### src/rtl/cnt_sched_pkg.sv
// cnt_sched_pkg: shared defaults and helpers for the round-robin counter scheduler.
//   NchDef, WidthDef, InitvalDef, DefdeltaDef - default parameter values
//   rr_next()                                 - next priority pointer after a grant
package cnt_sched_pkg;

    localparam int unsigned NchDef      = 4;
    localparam int unsigned WidthDef    = 4;
    localparam int unsigned InitvalDef  = 0;
    localparam int unsigned DefdeltaDef = 10;

    // Pointer moves to the slot just past the winner; with no winner it holds.
    function automatic int unsigned rr_next(input int unsigned ptr,
                                            input int unsigned g,
                                            input logic        vld,
                                            input int unsigned nch);
        if (vld) begin
            return (g + 1) % nch;
        end
        return ptr;
    endfunction

endpackage

### src/rtl/cnt_rr_arb.sv
// cnt_rr_arb: combinational round-robin arbiter.
//   req_i  - per-channel request
//   ptr_i  - index with highest priority this cycle
//   gnt_o  - one-hot grant (zero when no request)
//   idx_o  - encoded index of the granted channel
//   vld_o  - a grant was issued
module cnt_rr_arb
    import cnt_sched_pkg::*;
#(
    parameter int unsigned NCH  = NchDef,
    parameter int unsigned PtrW = $clog2(NCH)
) (
    input  logic [NCH-1:0]  req_i,
    input  logic [PtrW-1:0] ptr_i,
    output logic [NCH-1:0]  gnt_o,
    output logic [PtrW-1:0] idx_o,
    output logic            vld_o
);

    always_comb begin
        gnt_o = '0;
        idx_o = '0;
        vld_o = 1'b0;
        // Walk ptr, ptr+1, ... wrapping; first set request wins.
        for (int unsigned i = 0; i < NCH; i++) begin
            int unsigned cand;
            cand = (32'(ptr_i) + i) % NCH;
            if (!vld_o && req_i[cand]) begin
                gnt_o[cand] = 1'b1;
                idx_o       = PtrW'(cand);
                vld_o       = 1'b1;
            end
        end
    end

endmodule

### src/rtl/cnt_sched.sv
// cnt_sched: round-robin scheduler sharing one adder across a bank of counters.
//   clock_i    - clock, rising edge
//   reset_i    - synchronous active-high reset
//   req_i      - per-channel level request
//   use_def_i  - per-channel: add DEFDELTA instead of the delta field
//   delta_i    - packed per-channel increments, channel i at [i*WIDTH +: WIDTH]
//   clr_i      - per-channel synchronous reload to INITVAL
//   gnt_o      - combinational one-hot grant
//   cnt_o      - registered packed counter bank
//   wrap_o     - registered one-cycle carry-out pulse for the updated channel
//   busy_o     - any request pending
module cnt_sched
    import cnt_sched_pkg::*;
#(
    parameter int unsigned NCH      = NchDef,
    parameter int unsigned WIDTH    = WidthDef,
    parameter int unsigned INITVAL  = InitvalDef,
    parameter int unsigned DEFDELTA = DefdeltaDef
) (
    input  logic               clock_i,
    input  logic               reset_i,
    input  logic [NCH-1:0]     req_i,
    input  logic [NCH-1:0]     use_def_i,
    input  logic [NCH*WIDTH-1:0] delta_i,
    input  logic [NCH-1:0]     clr_i,
    output logic [NCH-1:0]     gnt_o,
    output logic [NCH*WIDTH-1:0] cnt_o,
    output logic [NCH-1:0]     wrap_o,
    output logic               busy_o
);

    localparam int unsigned PtrW = $clog2(NCH);
    localparam logic [WIDTH-1:0] InitV = WIDTH'(INITVAL);
    localparam logic [WIDTH-1:0] DefD  = WIDTH'(DEFDELTA);

    logic [NCH-1:0][WIDTH-1:0] cnt_q, cnt_d;
    logic [NCH-1:0]            wrap_q, wrap_d;
    logic [PtrW-1:0]           ptr_q, ptr_d;

    logic [PtrW-1:0]  arb_idx;
    logic             arb_vld;
    logic [WIDTH-1:0] add_op;
    logic [WIDTH:0]   add_sum;

    cnt_rr_arb #(
        .NCH  (NCH),
        .PtrW (PtrW)
    ) u_arb (
        .req_i (req_i),
        .ptr_i (ptr_q),
        .gnt_o (gnt_o),
        .idx_o (arb_idx),
        .vld_o (arb_vld)
    );

    // Single shared adder: operands muxed by the winning index.
    always_comb begin
        add_op  = use_def_i[arb_idx] ? DefD : delta_i[arb_idx*WIDTH +: WIDTH];
        add_sum = {1'b0, cnt_q[arb_idx]} + {1'b0, add_op};
    end

    always_comb begin
        cnt_d  = cnt_q;
        wrap_d = '0;
        if (arb_vld && !clr_i[arb_idx]) begin
            cnt_d[arb_idx]  = add_sum[WIDTH-1:0];
            wrap_d[arb_idx] = add_sum[WIDTH];
        end
        // Clear overrides any update, granted or not.
        for (int unsigned i = 0; i < NCH; i++) begin
            if (clr_i[i]) begin
                cnt_d[i] = InitV;
            end
        end
        // A cleared grant still consumes its turn.
        ptr_d = PtrW'(rr_next(32'(ptr_q), 32'(arb_idx), arb_vld, NCH));
    end

    always_ff @(posedge clock_i) begin
        if (reset_i) begin
            cnt_q  <= {NCH{InitV}};
            wrap_q <= '0;
            ptr_q  <= '0;
        end else begin
            cnt_q  <= cnt_d;
            wrap_q <= wrap_d;
            ptr_q  <= ptr_d;
        end
    end

    assign cnt_o  = cnt_q;
    assign wrap_o = wrap_q;
    assign busy_o = |req_i;

endmodule

### config.mk
export PLATFORM = sky130hd
export DESIGN_NAME = cnt_sched
export DESIGN_NICKNAME = d
export VERILOG_FILES = /design/src/rtl/cnt_sched_pkg.sv /design/src/rtl/cnt_rr_arb.sv /design/src/rtl/cnt_sched.sv
export SDC_FILE = /design/constraint.sdc
export NUM_CORES = 1
export LEC_CHECK = 0
export ABC_AREA = 0
export BUFFER_PORTS_ARGS = -buffer_cell sky130_fd_sc_hd__buf_2
export CAP_MARGIN = 20
export CORE_MARGIN = 4
export CORE_UTILIZATION = 52
export CTS_CLUSTER_DIAMETER = 40
export DETAILED_ROUTE_END_ITERATION = 6
export PLACE_DENSITY = 0.87
export SYNTH_ARGS = -nofsm -noshare
export SYNTH_HDL_FRONTEND = slang
export SYNTH_HIERARCHICAL = 1
export SYNTH_SLANG_ARGS = --single-unit
### constraint.sdc
create_clock -name clock_i -period 4.84 [get_ports clock_i]
set_input_delay 0.726 -clock clock_i [delete_from_list [all_inputs] [get_ports clock_i]]
set_output_delay 0.726 -clock clock_i [all_outputs]
set_load 0.02 [all_outputs]
# After elaboration in Yosys (flattened, before gate mapping)
# Index checks and enable logic that the tools add are counted.
[word_totals] regBits=22 in_bits=30 output_inout_bits=25 word_cells=88
[op_classes] n_addsub=5 magnitude_cmp=10 shifts=1 n_mux=42 n_bitwise=5 reduce_logical=19
[ops] operator="2-to-1 mux 4 bit" count=7
[ops] operator="bitwise mux 16 bit" count=1
[ops] operator="2-to-1 mux 1 bit" count=16
[ops] operator="variable part select 16 x 5 -> 4 bit" count=1
[ops] operator="< comparator 2 x 3 -> 1 bit, second input constant" count=5
[ops] operator="binary-select mux 1 bit (select 2 bit)" count=6
[ops] operator="OR 4 bit" count=3
[ops] operator="demux 1 bit (select 2 bit)" count=5
[ops] operator=">= comparator 2 x 1 -> 1 bit, second input constant" count=5
[ops] operator="2-to-1 mux 2 bit" count=5
[ops] operator="OR reduction 2 bit" count=5
[ops] operator="logical AND 1 bit" count=9
[ops] operator="binary-select mux 4 bit (select 2 bit)" count=1
[ops] operator="demux 4 bit (select 2 bit)" count=1
[ops] operator="adder 4 x 4 -> 5 bit" count=1
[ops] operator="adder 2 x 1 -> 2 bit, second input constant" count=2
[ops] operator="adder 2 bit, second input constant" count=2
[ops] operator="bitwise AND 4 bit" count=1
[ops] operator="zero test 1 bit" count=4
[ops] operator="OR reduction 4 bit" count=1
[ops] operator="inverter 1 bit" count=1

# Depth between registers and ports, before layout
[depth] word_depth=18 mapped_depth=19 mapped_depth_nobuf=15

# Modules after synthesis
# Netlist, hierarchy kept.
[modules_own_cells] mod="cnt_sched" instances=1 cells_per_inst=128 area_each_um2=1377.6 seq_area_each_um2=440.4
[modules_own_cells] mod="cnt_rr_arb" instances=1 cells_per_inst=45 area_each_um2=419.2 seq_area_each_um2=0.0

# Least setup slack after synthesis
# No wires, ideal clock.
[synth_timing] kind="input to register" startpoint="in req_i[3]" endpoint="reg cnt_q (netlist bit cnt_o[7])" setup_time_ps=129 arrival_ps=3868 t_required_ps=4711 setup_slack_ps=844 path_stages=11 n_path_buf=2 path_cell_list="mux4_2 clkbuf_1 o31ai_1 buf_6 mux4_2 or2_2 ha_1 and3_1 or3_1 nand4_1 o21ai_0"
[synth_between] elab_chain_cells=17 word_cells_on_any_way=39 classes_between="1 x add/sub; 2 x order compare; 1 x shift; 26 x mux; 9 x reduce/logical"
[synth_rtl] item="start, declared" line_no="cnt_sched.sv:22" text="input logic [NCH-1:0] req_i,"
[synth_rtl] item="binary-select mux 1 bit (select 2 bit)" line_no="cnt_rr_arb.sv:28" text="if (!vld_o && req_i[cand]) begin"
[synth_rtl] item="2-to-1 mux 1 bit (implied by the code)" line_no="cnt_rr_arb.sv:28"
[synth_rtl] item="2-to-1 mux 1 bit" line_no="cnt_rr_arb.sv:28"
[synth_rtl] item="zero test 1 bit" line_no="cnt_rr_arb.sv:28"
[synth_rtl] item="logical AND 1 bit" line_no="cnt_rr_arb.sv:28"
[synth_rtl] item="2-to-1 mux 1 bit" line_no="cnt_rr_arb.sv:28"
[synth_rtl] item="zero test 1 bit" line_no="cnt_rr_arb.sv:28"
[synth_rtl] item="logical AND 1 bit" line_no="cnt_rr_arb.sv:28"
[synth_rtl] item="2-to-1 mux 1 bit" line_no="cnt_rr_arb.sv:28"
[synth_rtl] item="zero test 1 bit" line_no="cnt_rr_arb.sv:28"
[synth_rtl] item="logical AND 1 bit" line_no="cnt_rr_arb.sv:28"
[synth_rtl] item="2-to-1 mux 2 bit *" line_no="cnt_rr_arb.sv:28"
[synth_rtl] item="via arb_idx[0]" line_no="cnt_sched.sv:40" text="logic [PtrW-1:0] arb_idx;"
[synth_rtl] item="branches (longest 5 deep; another with adder 4 x 4 -> 5 bit)"
[synth_rtl] item="end signal, assigned" line_no="cnt_sched.sv:81" text="cnt_q <= {NCH{InitV}};"
[synth_rtl] item="end signal, assigned" line_no="cnt_sched.sv:85" text="cnt_q <= cnt_d;"
[synth_rtl] item="end, declared" line_no="cnt_sched.sv:36" text="logic [NCH-1:0][WIDTH-1:0] cnt_q, cnt_d;"
# Mark *: on every way through the listed nets, which the timed path passes. The select of a mux whose other input is x is not followed.
# A chain may end at the register's enable or synchronous reset.

# Worst setup path in the final report
[layout_timing] startpoint="reg ptr_q[1]" endpoint="reg cnt_q (netlist bit cnt_o[7])"
[layout_between] elab_chain_cells=17 word_cells_on_any_way=42 classes_between="4 x add/sub; 2 x order compare; 1 x shift; 26 x mux; 9 x reduce/logical"
[layout_rtl] item="start, declared" line_no="cnt_sched.sv:38" text="logic [PtrW-1:0] ptr_q, ptr_d;"
[layout_rtl] item="start signal, assigned" line_no="cnt_sched.sv:87" text="ptr_q <= ptr_d;"
[layout_rtl] item="branches (longest 11 deep; another with adder 2 x 1 -> 2 bit)"
[layout_rtl] item="2-to-1 mux 2 bit *" line_no="cnt_rr_arb.sv:28"
[layout_rtl] item="via arb_idx[0]" line_no="cnt_sched.sv:40"
[layout_rtl] item="branches (longest 5 deep; another with adder 4 x 4 -> 5 bit)"
# Marked as above.

==> impl_metrics.toml <==
[floorplan]
pin_count = 55
rows = 21
die_w_microns = 66.8
core-area_sq_um = 3340
die-area_sq_um = 4460
initial_utilization_pct = 53.8
die_h_microns = 66.8

[drt]
post_drt_wl_per_cell_microns = 16.2
highest_layer = "met4"
met2_length_microns = 2020
wl_met1_microns = 1850
drc = 0
wirelength_microns = 4410
via_per_inst = 6.01
ant_nets = 0
vias = 1636
drt_iter0_drc = 69
firstDrtPassIters = 4
met3_wirelength_microns = 435

[timing]
slew-limit-headroom_pct = 65.2
slew_violations = 0
max_slew.worst_pin.slew_ns = 0.516
fin_crit_sh_pct = 86.7
finalHoldViolCount = 0
setup_tns_ns = 0
fmax_mhz = 238
fin_crit_ns = 4.20
fin_skew_ns = 0.0159
setup_viol = 0
rsz0062_at_grt = "no"
hold_slack_ns = 0.490

[yosys]
syn_inst = 173
yosysSeqAreaShare_pct = 24.5
ys_ff_latch = 22
synthArstFlopShare_pct = 0
synth_area_sq_um = 1800
yosysWarnings = 6
synth_edf_count = 0
syn_area_per_cell_sq_um = 10.4
synth_ff_type = "dfxtp_1"
syn_nets = 217
synth.distinct_cells = 44

[setup_path]
critical_path_class = "reg -> reg"
cp_slowest_cell = "mux4_2"
cp.required_ns = 5.10
crit_path_start = "ptr_q[1]"
critPathArrivalTime_ns = 4.45
crit_chain = "buf_4, inv_1, ha_1, mux4_2, and2b_2, o21ai_0, o31ai_4, mux4_2, or2_2, ha_1, and3_1, o21ai_0, nand4_1, o21ai_0"
r2r-start = "ptr_q[1]"
r2r_end = "cnt_o[7]"
r2r_cells = 14
slowest_delay_ns = 0.62
critPathCapture = "cnt_o[7]"
r2r_slack_ns = 0.64
critPathMaxFanout = 10
start_kind = "flip-flop"
cpMostUsedCell = "o21ai_0"
endpoint_kind = "flip-flop"

[final_layout]
antennaDiodeCount = 0
drive_gt1_share_pct = 37.6
area_growth_pct = 19.6
final_cell_mix = "54 x buf_2, 22 x dfxtp_1, 14 x nor2_1, 13 x ha_1, 11 x inv_1"
mostFrequentLayoutCell = "buf_2"
fill_cells = 278
final_nets = 271

[grt]
grtUsageTotal_pct = 20.1
grt_max_degree = 20
grt_pass1_wl_microns = 6890
grt.overflow.total = 0
grt_pass1_vias = 1470
antenna_found_initial = 0

[power]
leakagePower_uw = 0.000900
peakVddDrop_mv = 0.409
powerDensity_nw_per_um2 = 725

[hold_path]
holdPathStages = 2
min_from = "cnt_o[11]"
min_path_type = "reg -> reg"

[placement]
routabilityCongestion = 0.850
io_buffers = 54
place_hpwl_microns = 3270

[cts]
cts-root-buf = "clkbuf_4"
cts_hold_repair.buffers = 0
post-cts-setup-buffer-count = 0
cts_tree = "yes"
cts_buffers = 3
worstSkewPairLatency_ns = 0.32
clock_sinks = 22
cts_max_level = 1
clk_pin_slew_ns = 0.13
ctsResizeCount = 0
cts_buffer_depth = 2

[flow_run]
maxCapViolCount = 0

[status]
outcome = "complete, no violations"
## cell usage after synthesis (3+ instances only)
cell,number,area (sq um)
o22ai_4,4,80.1
nor3_1,9,45.0
mux2_2,3,33.8
nand3b_1,4,30.0
nand4_1,4,25.0
inv_1,11,41.3
o21ai_0,10,50.1
mux4_2,10,225
dfxtp_1,22,440
nand3_1,4,20.0
buf_6,3,33.8
mux2i_1,10,100
ha_1,13,163
a22oi_1,8,60.1
nand2_1,5,18.8
nor2_1,14,52.6
a2111oi_1,4,40.0
nor2b_1,5,31.3
mux4_1,3,78.8
## cell families after synthesis
| family | count (synthesis) | synth area share, % |
|---|---|---|
| multiplexers | 27 | 25.2 |
| AO/OA/AOI/OAI | 35 | 16.6 |
| adder cells (fa/ha/maj) | 14 | 10.2 |
| flip-flops | 22 | 24.5 |
| XOR/XNOR | 1 | 0.488 |
| buffers and inverters | 20 | 6.27 |
| AND/OR/NAND/NOR | 54 | 16.7 |
## critical path: cells and delay by family, from the launching register on
kind	cells	cell delay [ns]
mux	2	1.07
simple gates	4	0.98
compound gates	4	0.88
fa+ha+maj	2	0.65
flops	1	0.33
buf+inv	2	0.24
## registers in the layout, indices dropped and copies added (netlist names)
| name | count |
|---|---|
| cnt_o | 16 |
| wrap_o | 4 |
| ptr_q | 2 |
## stage by stage
step	worst slack, ns	util, %	instances	instance area, sq um	total power [uW]
floorplan	0.844	-	173	1800	1180
global placement	0.627	62.8	268	2100	1370
detailed placement	0.507	62.8	268	2100	1410
CTS	0.637	64.4	272	2150	1560
global route	0.277	64.4	272	2150	1660
finish	0.644	64.4	272	2150	1560
## worst min path at each step
stage	slack (ns)	endpoint
after CTS	0.49	cnt_o[11]
after global placement	0.46	cnt_o[11]
after floorplan	0.51	ptr_q[0]
after detailed placement	0.47	cnt_o[15]
final	0.49	cnt_o[11]
after global routing	0.51	cnt_o[3]
## area by class of cell
type | instances | area (sq um) | area share, %
multi-input combinational | 131 | 1260 | 58.5
sequential | 22 | 440 | 20.5
timing repair buffer | 58 | 300 | 14.0
tap | 46 | 57.6 | 2.68
inverter | 11 | 41.3 | 1.92
clock inverter | 1 | 30.0 | 1.40
clock buffer | 3 | 22.5 | 1.05
## power by group
group | total, uW | leakage (uW) | internal (uW) | switching, uW
Clock | 142 | 0.0000279 | 83.8 | 57.7
Combinational | 1180 | 0.000694 | 507 | 675
Sequential | 236 | 0.000178 | 215 | 21.7
## layer usage
layer / track usage (%) / vias to the layer above
met5: 0 / -
met4: 7.36 / 0
met3: 5.40 / 14
met2: 31.2 / 92
met1: 26.6 / 754
li1: - / 776
Note: power is estimated with default switching activity, not from simulation.
